`config.mk`:
```
export PLATFORM = sky130hd
export DESIGN_NAME = seq_multiplier
export DESIGN_NICKNAME = d
export VERILOG_FILES = /design/src/rtl/proc_pkg.sv /design/src/rtl/ripple_carry_adder.sv /design/src/rtl/seq_multiplier.sv
export SDC_FILE = /design/constraint.sdc
export NUM_CORES = 1
export LEC_CHECK = 0
export BUFFER_PORTS_ARGS = -buffer_cell sky130_fd_sc_hd__buf_2
export CAP_MARGIN = 25
export CORE_AREA = 2 2 66 68
export CTS_BUF_LIST = sky130_fd_sc_hd__clkbuf_8
export DETAILED_ROUTE_END_ITERATION = 6
export DIE_AREA = 0 0 68 70
export PLACE_DENSITY = 0.86
export SYNTH_ARGS = -nofsm -noshare
export SYNTH_HDL_FRONTEND = slang
export SYNTH_SLANG_ARGS = --single-unit
```
`constraint.sdc`:
```
create_clock -name clk -period 4.08 [get_ports clk]
set_clock_uncertainty 0.2 [all_clocks]
set_input_delay 0.612 -clock clk [delete_from_list [all_inputs] [get_ports clk]]
set_output_delay 0.612 -clock clk [all_outputs]
set_load 0.01 [all_outputs]
```
`src/rtl/proc_pkg.sv`:
```
// rtl/proc_pkg.sv - shared execute-stage constants and state encoding
// Purpose: state encoding and sizing constants for the sequential multiplier.
// Ports:   none (package).
package proc_pkg;

   localparam int MUL_W      = 8;
   localparam int MUL_CYCLES = 8;

   // 2'd3 is never entered; the FSM recovers it to S_IDLE.
   typedef enum logic [1:0] {
      S_IDLE    = 2'd0,
      S_RUN     = 2'd1,
      S_DONE    = 2'd2,
      S_ILLEGAL = 2'd3
   } state_t;

endpackage

```
`src/rtl/ripple_carry_adder.sv`:
```
// rtl/ripple_carry_adder.sv - 8-bit ripple-carry adder
// Purpose: combinational sum = a + b + cin with carry out.
// Ports:   a[7:0], b[7:0], cin  -> sum[7:0], cout
module ripple_carry_adder
   import proc_pkg::*;
(
   input  logic [MUL_W-1:0] a,
   input  logic [MUL_W-1:0] b,
   input  logic             cin,
   output logic [MUL_W-1:0] sum,
   output logic             cout
);

   logic [MUL_W:0] carry;

   always_comb begin
      carry    = '0;
      sum      = '0;
      carry[0] = cin;
      for (int i = 0; i < MUL_W; i++) begin
         sum[i]     = a[i] ^ b[i] ^ carry[i];
         carry[i+1] = (a[i] & b[i]) | (carry[i] & (a[i] ^ b[i]));
      end
   end

   assign cout = carry[MUL_W];

endmodule

```
`src/rtl/seq_multiplier.sv`:
```
// rtl/seq_multiplier.sv - 8x8 unsigned shift-add multiplier, one step per clock
// Purpose: computes product = a * b over 8 clocks using one 8-bit adder.
// Ports:   clk, rst (sync, active-high)
//          start, a[7:0], b[7:0]     request and operands, sampled in IDLE/DONE
//          busy                      high while in RUN
//          done                      one-cycle pulse, product valid
//          product[15:0]             registered result, held until next completion
module seq_multiplier
   import proc_pkg::*;
#(
   parameter int WIDTH = 8,
   parameter int CNT_W = 3
) (
   input  logic               clk,
   input  logic               rst,
   input  logic               start,
   input  logic [WIDTH-1:0]   a,
   input  logic [WIDTH-1:0]   b,
   output logic               busy,
   output logic               done,
   output logic [2*WIDTH-1:0] product
);

   // The adder is fixed at 8 bits, so any other width is rejected at elaboration.
   if (WIDTH != MUL_W || CNT_W != 3) begin : g_width_check
      $fatal(1, "seq_multiplier: WIDTH must be 8 and CNT_W must be 3");
   end

   state_t             state_q;
   state_t             state_d;
   logic [WIDTH-1:0]   mcand;
   logic [WIDTH-1:0]   acc;
   logic [WIDTH-1:0]   mq;
   logic [CNT_W-1:0]   cnt;
   logic [WIDTH-1:0]   sum;
   logic               cout;
   logic [2*WIDTH-1:0] step;
   logic               last_step;

   ripple_carry_adder u_add (
      .a    (acc),
      .b    (mq[0] ? mcand : '0),
      .cin  (1'b0),
      .sum  (sum),
      .cout (cout)
   );

   // One shift-add step: the 17-bit {cout,sum,mq} shifted right by one.
   assign step      = {cout, sum, mq[WIDTH-1:1]};
   assign last_step = (cnt == CNT_W'(MUL_CYCLES - 1));

   always_ff @(posedge clk) begin
      if (rst) begin
         state_q <= S_IDLE;
      end else begin
         state_q <= state_d;
      end
   end

   always_comb begin
      state_d = state_q;
      case (state_q)
         S_IDLE:  if (start) state_d = S_RUN;
         S_RUN:   if (last_step) state_d = S_DONE;
         S_DONE:  state_d = start ? S_RUN : S_IDLE;
         default: state_d = S_IDLE;
      endcase
   end

   always_ff @(posedge clk) begin
      if (rst) begin
         mcand   <= '0;
         acc     <= '0;
         mq      <= '0;
         cnt     <= '0;
         product <= '0;
      end else begin
         case (state_q)
            S_IDLE, S_DONE: begin
               if (start) begin
                  mcand <= a;
                  mq    <= b;
                  acc   <= '0;
                  cnt   <= '0;
               end
            end
            S_RUN: begin
               {acc, mq} <= step;
               cnt       <= cnt + CNT_W'(1);
               if (last_step) begin
                  product <= step;
               end
            end
            default: ;
         endcase
      end
   end

   assign busy = (state_q == S_RUN);
   assign done = (state_q == S_DONE);

endmodule
```
---- Word level (Yosys, flattened, before mapping) ----
Index checks and enable logic that the tools add are counted.
word-level totals
  bits in registers ....................... 45
  input bits .............................. 19
  output and inout bits ................... 18
  word-level logic and storage cells ...... 68
cells by class
  add/subtract/negate cells ............... 1
  eq/ne operators ......................... 6
  muxes and demuxes ....................... 11
  bitwise logic cells ..................... 37
  reductions and logical operators ........ 7
operators by type and width
  operator             number
  $pmux 8 s2           2
  $mux 8               3
  $and 1x1->1          15
  $xor 1x1->1          15
  $reduce_and 2->1     4
  $or 1x1->1           7
  $pmux 2 s3           1
  $pmux 3 s2           1
  $mux 2               2
  $ne 2x2->1 const B   2
  $add 3x1->3 const B  1
  $eq 3x3->1 const B   1
  $mux 3               1
  $eq 2x1->1 const B   1
  $eq 2x2->1 const B   1
  $logic_not 2->1      1
  $ne 2x1->1 const B   1
  $reduce_bool 2->1    1
  $reduce_or 2->1      1
  $mux 1               1

---- Logic depth before layout (Yosys ltp) ----
  depth after elaboration ................. 17
  gate-level depth with buffers ........... 14
  gate-level depth less buffers ........... 13

---- Hierarchy ----
Synthesis repeated with hierarchy kept, for this count alone.
unflattened totals
  cell total of the unflattened synthesis .. 238
  area total of the unflattened synthesis .. 1,964.4 sq um
modules (own cells, without submodules)
  module              times used  cells each  area an instance (sq um)  sequential area each (sq um)
  seq_multiplier      1           220         1,766.7                   900.9
  ripple_carry_adder  1           18          197.7                     0.0

---- Worst setup path after synthesis ----
No wires, ideal clock.
  kind .................................... flip-flop to flip-flop
  start point ............................. reg mq[0]
  end point ............................... reg acc[6]
  library setup time ...................... 0.128 ns
  arrival ................................. 3.838 ns
  required time ........................... 3.752 ns
  slack ................................... -0.086 ns
  stages on the path, launching flop included .. 15
  path buffers ............................ 1
  period minus slack after synthesis ...... 4.166 ns
  cell sequence ........................... dfxtp_1 clkbuf_1 and2_1 ha_1 inv_1 fa_1 fa_1 fa_1 fa_1 fa_1 fa_1 fa_1 nor3b_1 a31oi_1 nor2_1
between the ends
  cells in the longest elaborated chain, start to end .. 16
  elaborated cells between the ends (all ways) .. 29
  those cells by class .................... mux: 2; bitwise: 27
ends and longest elaborated chain
  item                                               RTL line                  RTL
  start: declaration                                 seq_multiplier.sv:33      logic [WIDTH-1:0] mq;
  start signal: assignment                           seq_multiplier.sv:88      {acc, mq} <= step;
  $mux 8 *                                           seq_multiplier.sv:42      .b (mq[0] ? mcand : '0),
  $and 1x1->1 / $xor 1x1->1 (equally long branches)  ripple_carry_adder.sv:22  carry[i+1] = (a[i] & b[i]) | (carry[i] & (a[i] ^ b[i]));
  $and 1x1->1                                        ripple_carry_adder.sv:22
  $or 1x1->1                                         ripple_carry_adder.sv:22
  $and 1x1->1                                        ripple_carry_adder.sv:22
  $or 1x1->1                                         ripple_carry_adder.sv:22
  $and 1x1->1                                        ripple_carry_adder.sv:22
  $or 1x1->1                                         ripple_carry_adder.sv:22
  $and 1x1->1                                        ripple_carry_adder.sv:22
  $or 1x1->1                                         ripple_carry_adder.sv:22
  $and 1x1->1                                        ripple_carry_adder.sv:22
  $or 1x1->1                                         ripple_carry_adder.sv:22
  $and 1x1->1                                        ripple_carry_adder.sv:22
  $or 1x1->1                                         ripple_carry_adder.sv:22
  $xor 1x1->1 *                                      ripple_carry_adder.sv:21  sum[i] = a[i] ^ b[i] ^ carry[i];
  $pmux 8 s2 *                                       seq_multiplier.sv:78      case (state_q)
  end signal: assignment                             seq_multiplier.sv:88
  end: declaration                                   seq_multiplier.sv:32      logic [WIDTH-1:0] acc;
Mark *: on every way between the ends. The rest lies on a longest branch, timed or not.
A chain may end at the register's enable or synchronous reset.

---- Worst setup path after layout ----
  start point ............................. reg mcand[0]
  end point ............................... reg acc[6]
between the ends
  cells in the longest elaborated chain, start to end .. 16
ends and longest elaborated chain
  item                       RTL line                  RTL
  start: declaration         seq_multiplier.sv:31      logic [WIDTH-1:0] mcand;
  start signal: assignment   seq_multiplier.sv:72      mcand <= '0;
  start signal: assignment   seq_multiplier.sv:81      mcand <= a;
  $mux 8                     seq_multiplier.sv:42
  $and 1x1->1 (2 in series)  ripple_carry_adder.sv:22
  $or 1x1->1                 ripple_carry_adder.sv:22
  $and 1x1->1                ripple_carry_adder.sv:22
  $or 1x1->1                 ripple_carry_adder.sv:22
  $and 1x1->1                ripple_carry_adder.sv:22
  $or 1x1->1                 ripple_carry_adder.sv:22
  $and 1x1->1                ripple_carry_adder.sv:22
  $or 1x1->1                 ripple_carry_adder.sv:22
  $and 1x1->1                ripple_carry_adder.sv:22
  $or 1x1->1                 ripple_carry_adder.sv:22
  $and 1x1->1                ripple_carry_adder.sv:22
  $or 1x1->1                 ripple_carry_adder.sv:22
  $xor 1x1->1                ripple_carry_adder.sv:21
  $pmux 8 s2                 seq_multiplier.sv:78
No other way between the ends.

==> flow_summary.toml <==
[layout]
num_antenna_cells = 0
final_cell_mix = "57 x nand2_1, 45 x dfxtp_1, 36 x buf_2, 26 x nor2_1, 19 x a21oi_1"
final_area_um2 = 2250
area_growth_pct = 13.9
fin_util = 0.543
final_common_cell = "nand2_1"
drive_gt1_frac = 0.216
final_nets = 287

[setup_path]
crit_path_max_fanout = 2
endpoint_kind = "register"
crit_start = "mcand[0]"
critical_path_required_ps = 4030
worstSetupPathType = "register to register"
worst_ep_arrival_time_ps = 3920
cp-start-kind = "register"
reg2reg_from = "mcand[0]"

[logic_synthesis]
ys_seq_area_frac = 0.456
syn_area_um2 = 1980
synth_edf_count = 0
synth.avg_cell_area_um2 = 8.63
synth_cells = 229
synth.distinct_cells = 25
postSynthRegisterBits = 45
dominantRegCellSynth = "dfxtp_1"
syn_nets = 258
ys_warn_count = 0
async_flop_share = 0

[power_and_ir_drop]
switchingPower_uw = 200
leakage_nw = 0.853
power_density_nw_per_um2 = 371
share_seq_of_total_power = 0.557
swShare = 0.239
power_frac_clock = 0.355
p_int_uw = 636
vdd_ir_drop_max_mv = 0.341
p_comb_frac = 0.087

[floorplanning]
fp.coreArea_um2 = 4140
die_h_um = 70
dieArea_um2 = 4760
initial_core_util = 0.477
io_pins = 37
die_w_um = 68
row_count = 24

[cts]
cts_root_buf = "clkbuf_8"
clk_pin_slew_ps = 80
cts_made_buffers = 5
cts_tree = "built"
cts_buffer_depth = 2
clock_sinks = 45
cts_htree_levels = 2
worstSkewPairLatency_ps = 290

[sta]
timing.fmax_ghz = 0.252
timing.final.ws_setup_ps = 112
post-route-period-util = 0.973
max_slew_margin = 0.408
hold_viol = 0
min_period_ps = 3970
worstMarginPinSlew_ps = 889
slew_viol_final = 0
finalSetupViolations = 0

[run]
maxCapViolations = 0

[global_routing]
grt_first_pass_wirelength_um = 6640
overflow = 0
antenna_found_initial = 0
grt_usage = 0.180
grt_max_degree = 46
grt_pass1_vias = 1487

[routing]
first_pass_iters = 4
drt.antenna.violating_nets = 0
drc = 0
wl_per_cell_um = 12.8
routed_wirelength_um = 3990
drt_iter0_drc = 106
vias = 1609
via_per_inst = 5.17

[placement]
portBuffers = 36
gp_congestion = 0.845
dp_slack_ps = 13.9
hpwl_um = 2640
dpl-instance-area_um2 = 2120

[status]
status = "complete, no violations"

[worst_hold_path]
hold_class = "register to register"
hp-start = "product[4]"
[final timing paths]
check                     to  slack (ps)  cells past startpoint
setup / recovery      acc[6]         110                     13
hold / removal    product[4]         250                      2
setup reg to reg      acc[6]         110                     13
hold reg to reg   product[4]         250                      2
[area by class of cell]
class                      instances  area, µm²
multi-input combinational        156        928
clock inverter                     1       5.00
clock buffer                       7       96.3
tap                               52       65.1
sequential                        45        901
fill                             390       1890
inverter                           9       33.8
timing repair buffer              41        221
[routing by layer]
metal  vias up  GRT usage  share of wire
li1        809          -              -
met1       737      0.249           0.45
met2        55      0.279           0.48
met3         8     0.0370          0.054
met4         0     0.0533          0.021
met5         -          0              0
[kinds of logic after synthesis]
logic type | Yosys count | synth area share
compound gates | 44 | 0.153
flops | 45 | 0.456
simple gates | 102 | 0.223
fa+ha+maj | 10 | 0.0899
buf+inv | 28 | 0.0785
[registers in the layout (all words and copies together) (netlist names)]
name     count
state_q      2
cnt          3
mcand        8
product     16
acc          8
mq           8
[power groups by stage]
stage	clock (mW)	sequential (mW)	combinational, mW
2_1_floorplan	0	0.471	0.0587
3_3_place_gp	0	0.475	0.0682
3_5_place_dp	0	0.476	0.0700
4_1_cts	0.306	0.466	0.0702
5_1_grt	0.319	0.468	0.0832
6_report	0.297	0.466	0.0730
[what timing repair did]
| item | in CTS | in global routing |
|---|---|---|
| hold endpoints to repair | 0 | 0 |
| resized for setup | 1 | 2 |
| buffers inserted | 1 | 0 |
| hold buffers | 0 | 0 |
| setup endpoints to repair | 1 | 3 |
| pin swaps | 1 | 1 |
[per-stage QoR]
step                std cells  hold slack (ps)  setup TNS [ps]  total power [mW]
finish                    311              253               0             0.836
global route              311              282           -26.7             0.870
CTS                       309              255               0             0.842
detailed placement        300              244               0             0.546
global placement          300              241               0             0.544
floorplan                 229              232               0             0.530
[critical path, stage by stage, from the launching register on]
cell	delay, ps
dfxtp_1	330
and2_1	130
ha_1	130
inv_1	40
fa_1	390
fa_2	350
fa_1	400
fa_2	360
fa_1	390
fa_2	350
fa_1	510
nor3b_1	60
a31oi_1	150
nor2_1	50
[synthesized netlist by cell type (3+ instances only)]
library cell,number,share of area
buf_4,8,0.030
clkbuf_1,3,0.0057
fa_1,7,0.071
nor3b_1,8,0.030
nand2b_1,3,0.0095
nor2_1,26,0.049
a31oi_1,8,0.025
a211oi_1,4,0.015
inv_1,9,0.017
a21oi_1,19,0.048
nand2_1,57,0.11
ha_1,3,0.019
dfxtp_1,45,0.46
a311oi_1,8,0.035
a211oi_2,4,0.025
nand3_1,3,0.0076
Note: power is estimated with default switching activity, not from simulation.
